==> src/rtl/mult_add_iter_if.sv <==
// rtl/mult_add_iter_if.sv - request/result bundle for the iterative multiply-add unit
interface mult_add_iter_if #(
  parameter int WIDTH = 64
);
  logic [WIDTH-1:0] quotient_in;
  logic [WIDTH-1:0] divisor_in;
  logic [WIDTH-1:0] remainder_in;
  logic             data_valid_in;
  logic [WIDTH-1:0] dividend_out;
  logic             data_valid_out;
  logic             error_out;
  logic             busy_out;

  modport master (
    output quotient_in, divisor_in, remainder_in, data_valid_in,
    input  dividend_out, data_valid_out, error_out, busy_out
  );

  modport slave (
    input  quotient_in, divisor_in, remainder_in, data_valid_in,
    output dividend_out, data_valid_out, error_out, busy_out
  );
endinterface

==> src/rtl/mult_add_iter.sv <==
// rtl/mult_add_iter.sv - iterative shift-add q*d + r, inverse of the restoring divider
module mult_add_iter #(
  parameter int WIDTH = 64
) (
  input logic           clk_in,
  input logic           rst_n_in,
  mult_add_iter_if.slave bus
);
  localparam int CW = $clog2(WIDTH);
  localparam logic [CW-1:0] LAST_STEP = CW'(WIDTH - 1);

  localparam logic [1:0] S_IDLE = 2'd0;
  localparam logic [1:0] S_RUN  = 2'd1;
  localparam logic [1:0] S_DONE = 2'd2;

  logic [1:0]         state;
  logic [CW-1:0]      cnt;
  logic               armed;
  logic [WIDTH-1:0]   q_r;
  logic [WIDTH-1:0]   d_r;
  logic [WIDTH-1:0]   r_r;
  logic [2*WIDTH-1:0] acc;
  logic [2*WIDTH-1:0] acc_next;
  logic [WIDTH-1:0]   res_r;
  logic               err_r;
  logic               dv_r;
  logic               overflow;
  logic               bad_rem;

  // One LSB-first partial product per step; full 2*WIDTH accumulator so the
  // overflow check sees every carry out of the result width.
  always_comb begin
    acc_next = acc;
    if (q_r[cnt]) begin
      acc_next = acc + ({{WIDTH{1'b0}}, d_r} << cnt);
    end
  end

  assign overflow = |acc_next[2*WIDTH-1:WIDTH];
  // A remainder not below its divisor can never come out of the divider;
  // d=0 is accepted and only the overflow rule applies then.
  assign bad_rem  = (d_r != '0) && (r_r >= d_r);

  // Control FSM, operand capture, accumulation and result registers.
  // armed keeps the first edge after reset release from capturing a request.
  always_ff @(posedge clk_in or negedge rst_n_in) begin
    if (!rst_n_in) begin
      state <= S_IDLE;
      cnt   <= '0;
      armed <= 1'b0;
      q_r   <= '0;
      d_r   <= '0;
      r_r   <= '0;
      acc   <= '0;
      res_r <= '0;
      err_r <= 1'b0;
      dv_r  <= 1'b0;
    end else begin
      armed <= 1'b1;
      dv_r  <= 1'b0;
      case (state)
        S_IDLE: begin
          if (bus.data_valid_in && armed) begin
            q_r   <= bus.quotient_in;
            d_r   <= bus.divisor_in;
            r_r   <= bus.remainder_in;
            acc   <= {{WIDTH{1'b0}}, bus.remainder_in};
            cnt   <= '0;
            state <= S_RUN;
          end
        end
        S_RUN: begin
          acc <= acc_next;
          cnt <= cnt + 1'b1;
          if (cnt == LAST_STEP) begin
            res_r <= acc_next[WIDTH-1:0];
            err_r <= overflow | bad_rem;
            dv_r  <= 1'b1;
            state <= S_DONE;
          end
        end
        S_DONE:  state <= S_IDLE;
        default: state <= S_IDLE;
      endcase
    end
  end

  assign bus.dividend_out   = res_r;
  assign bus.error_out      = err_r;
  assign bus.data_valid_out = dv_r;
  assign bus.busy_out       = (state != S_IDLE);
endmodule

==> src/flat_wrapper.sv <==
// flat-port wrapper written by rule: the top's interface ports become plain ports
module mult_add_iter_flat 
#(
  parameter int WIDTH = 64
)
  (clk_in, rst_n_in, bus_quotient_in, bus_divisor_in, bus_remainder_in, bus_data_valid_in, bus_dividend_out, bus_data_valid_out, bus_error_out, bus_busy_out);
  mult_add_iter_if #(.WIDTH(WIDTH)) bus_i ();
  input logic clk_in;
  input logic rst_n_in;
  input wire logic [$bits(bus_i.quotient_in)-1:0] bus_quotient_in;
  input wire logic [$bits(bus_i.divisor_in)-1:0] bus_divisor_in;
  input wire logic [$bits(bus_i.remainder_in)-1:0] bus_remainder_in;
  input wire logic [$bits(bus_i.data_valid_in)-1:0] bus_data_valid_in;
  output wire logic [$bits(bus_i.dividend_out)-1:0] bus_dividend_out;
  output wire logic [$bits(bus_i.data_valid_out)-1:0] bus_data_valid_out;
  output wire logic [$bits(bus_i.error_out)-1:0] bus_error_out;
  output wire logic [$bits(bus_i.busy_out)-1:0] bus_busy_out;
  assign bus_i.quotient_in = bus_quotient_in;
  assign bus_i.divisor_in = bus_divisor_in;
  assign bus_i.remainder_in = bus_remainder_in;
  assign bus_i.data_valid_in = bus_data_valid_in;
  assign bus_dividend_out = bus_i.dividend_out;
  assign bus_data_valid_out = bus_i.data_valid_out;
  assign bus_error_out = bus_i.error_out;
  assign bus_busy_out = bus_i.busy_out;
  mult_add_iter #(.WIDTH(WIDTH)) u_core (.clk_in(clk_in), .rst_n_in(rst_n_in), .bus(bus_i));
endmodule
==> config.mk <==
export PLATFORM = sky130hd
export DESIGN_NAME = mult_add_iter_flat
export DESIGN_NICKNAME = d
export VERILOG_FILES = /design/src/rtl/mult_add_iter_if.sv /design/src/rtl/mult_add_iter.sv /design/src/flat_wrapper.sv
export SDC_FILE = /design/constraint.sdc
export NUM_CORES = 2
export LEC_CHECK = 0
export BUFFER_PORTS_ARGS = -buffer_cell sky130_fd_sc_hd__buf_2
export CAP_MARGIN = 30
export CORE_AREA = 4 4 258 260
export DETAILED_ROUTE_END_ITERATION = 8
export DIE_AREA = 0 0 262 264
export GPL_TIMING_DRIVEN = 0
export PLACE_DENSITY = 0.68
export SLEW_MARGIN = 20
export SYNTH_ARGS = -nofsm -noshare
export SYNTH_HDL_FRONTEND = slang
export SYNTH_SLANG_ARGS = --single-unit
export TNS_END_PERCENT = 1
==> constraint.sdc <==
create_clock -name clk_in -period 7.9 [get_ports clk_in]
set_input_delay 0 -clock clk_in [delete_from_list [all_inputs] [get_ports clk_in]]
set_output_delay 0 -clock clk_in [all_outputs]
set_load 0.05 [all_outputs]
==> flow_summary.json <==
{
  "status": "completed",
  "setup_viol": 0,
  "synth_edf_count": 0,
  "fin_area_sq_um": 38600,
  "clock-root-buffer": "clkbuf_16",
  "yosys_most_used_dff": "dfrtp_1",
  "start_kind": "register",
  "cts_tree": "yes",
  "grt_first_pass_wirelength_um": 230000,
  "clk_latency_ps": 630,
  "crit_fanout": 10,
  "fmax_ghz": 0.127,
  "slew_viol_final": 0,
  "synth_cell_types": 92,
  "numClockSinks": 395,
  "gp_congestion": 1.09,
  "vias": 36424,
  "worst-r2r-cell-count": 26,
  "nets": 5069,
  "drtIter0Drc": 4901,
  "async_flop_share": 1.00,
  "instances_no_fill": 5585,
  "overflow": 0,
  "place_area_sq_um": 34500,
  "syn_area_sq_um": 31900,
  "die_w_um": 262,
  "post-route-drc-count": 0,
  "initial_core_util": 0.498,
  "drive_above_1_share": 0.128,
  "htreeDepth": 2,
  "die_area_sq_um": 69200,
  "finClkSkew_ps": 33.3,
  "synthCells": 4159,
  "ys_seq_area_frac": 0.309,
  "synth-seq-cells": 395,
  "final.min_clock_period_ps": 7900,
  "clk_pin_slew_ps": 70,
  "final_common_cell": "nand2_1",
  "r2r_slack_ps": 2,
  "std_cell_rows": 93,
  "path_class": "reg2reg",
  "area_growth_pct": 20.9,
  "grt_max_degree": 93,
  "fp.dieH_um": 264,
  "relSlewSlack": 0.267,
  "required_ps": 8370,
  "r2r-end": "u_core.bus.error_out$_DFFE_PN0P_",
  "ios": 262,
  "antenna_found_initial": 14,
  "final_core_util": 0.602,
  "dp_cells": 5284,
  "dr.pass1.iters": 8,
  "grt_pass1_vias": 35107,
  "fin_setup_tns_ps": 0,
  "period_share": 1.00,
  "core_area_sq_um": 64100,
  "wire_per_inst_um": 28.5,
  "clock_path_buffers": 3,
  "io_buffers": 261,
  "yosys_warnings": 0,
  "avgSynthCellArea_sq_um": 7.68,
  "final_cell_mix": "nand2_1 (1031), dfrtp_1 (395), o21ai_0 (393), nor2_1 (345), buf_2 (311)",
  "whs_endpoint": "u_core.q_r[53]$_DFFE_PN0P_",
  "cts_buffers": 47,
  "maxCapViolations": 0,
  "worst_slew_pin_slew_ps": 1090,
  "r2r-start": "u_core.cnt[2]$_DFFE_PN0P_",
  "finalWirelength_um": 159000,
  "critPathCaptureType": "register",
  "hpwlAfterDp_um": 125000,
  "ant_nets": 0,
  "crit_arrival_ps": 8370,
  "gr-usage-all-layers": 0.448,
  "viasPerCell": 6.52,
  "hold_viol": 0,
  "hold_depth": 4,
  "min_path_type": "in2reg",
  "synth.net_count": 4547,
  "min_from": "bus_quotient_in[53]"
}
==> critical path, stage by stage, from the launching register on <==
cell       delay, ps
dfrtp_1          350
clkbuf_1         200
inv_1            190
clkbuf_1         470
clkbuf_2         490
mux2i_1          400
nand2_1          100
o21ai_0          200
nor2_1            90
a31oi_1          440
o22ai_1          300
ha_1             360
buf_4            170
nand4_4          130
or2_0            240
or4_4            460
nor2_1           340
o2111ai_1        360
a311oi_2         360
buf_4            200
nor2_1            80
o31a_1           390
xnor2_1          150
mux2i_1          510
nand4_1          250
nor4_2           320
a41oi_1          170
==> metal layers <==
layer	GRT usage	up-vias	wire length, um
met2	0.642	2534	65300
met3	0.165	578	22600
met4	0.220	12	9800
met1	0.597	17424	61400
li1	-	15876	-
met5	0	-	87
==> cell type report <==
class	count	area (sq um)
antenna	12	30.0
buffer	261	1130
multi-input combinational	3388	20900
sequential	395	9880
inverter	108	405
tap	855	1070
timing repair buffer	480	3580
clock buffer	64	1350
fill	5768	25500
clock inverter	22	317
==> synthesized netlist by cell type (11+ instances only) <==
cell	n	share of area
a211oi_1	20	0.0047
a21o_1	64	0.015
a21oi_1	266	0.042
a221oi_1	13	0.0036
a22o_1	15	0.0041
a22oi_1	11	0.0026
a31oi_1	31	0.0061
and2_1	22	0.0043
and3_1	13	0.0025
buf_1	27	0.0032
buf_2	50	0.0078
clkbuf_1	178	0.021
dfrtp_1	395	0.31
ha_1	192	0.075
inv_1	106	0.012
mux2i_1	105	0.033
mux4_2	67	0.047
nand2_1	1031	0.12
nand3_1	97	0.015
nand4_1	105	0.021
nor2_1	352	0.041
nor2b_1	15	0.0029
nor3_1	39	0.0061
nor4_1	45	0.0088
o211ai_1	65	0.015
o21a_1	31	0.0073
o21ai_0	416	0.065
o21ai_1	16	0.0025
o21bai_1	21	0.0049
o22a_1	12	0.0033
o22ai_1	20	0.0039
o31ai_1	29	0.0068
or2_2	11	0.0022
xnor2_1	55	0.015
xor2_1	54	0.015
==> through the flow <==
stage	hold WS [ps]	setup WS, ps
floorplan	-296	1710
global placement	191	-1410
detailed placement	-37.3	-1290
CTS	88.0	2.84
global route	125	-11.5
finish	119	2.13
==> cell families (layout without fill, tap and decap cells) <==
group / count (synthesis) / count (layout) / share of synthesized area
flops: 395 / 395 / 0.309
mux: 175 / 175 / 0.0813
fa+ha+maj: 193 / 193 / 0.0758
buf+inv: 376 / 935 / 0.0479
simple gates: 1776 / 1776 / 0.237
xor+xnor: 109 / 109 / 0.0299
compound gates: 1134 / 1134 / 0.218
other cells: 1 / 13 / 0.000117
==> worst max path at each step <==
stage / endpoint / slack [ps] / startpoint / depth (start not counted)
2_1_floorplan: u_core.bus.error_out$_DFFE_PN0P_ / 1710 / u_core.cnt[0]$_DFFE_PN0P_ / 26
3_3_place_gp: u_core.bus.error_out$_DFFE_PN0P_ / -1410 / u_core.cnt[0]$_DFFE_PN0P_ / 27
3_5_place_dp: u_core.bus.error_out$_DFFE_PN0P_ / -1290 / u_core.cnt[0]$_DFFE_PN0P_ / 27
4_1_cts: u_core.bus.error_out$_DFFE_PN0P_ / 3 / u_core.cnt[0]$_DFFE_PN0P_ / 28
5_1_grt: u_core.bus.error_out$_DFFE_PN0P_ / -10 / u_core.cnt[0]$_DFFE_PN0P_ / 28
6_report: u_core.bus.error_out$_DFFE_PN0P_ / 2 / u_core.cnt[2]$_DFFE_PN0P_ / 26
==> flip-flops by register name, summed over array words and instances (netlist names) <==
signal,count
u_core.cnt,6
u_core.bus.dividend_out,64
u_core.state,2
u_core.bus.data_valid_out,1
u_core.armed,1
u_core.bus.error_out,1
u_core.d_r,64
u_core.q_r,64
u_core.acc,128
u_core.r_r,64
==> timing repair <==
item,in CTS,in global routing
gates cloned,0,0
setup buffers,3,8
setup endpoints to repair,10,3
endpoints found under the hold margin,483,0
pin swaps,4,8
hold buffers,195,0
resized for setup,62,46
Power is left out: the tool's default activity adds up to more than one toggle a clock period on the data nets, which glitch-free logic cannot reach.
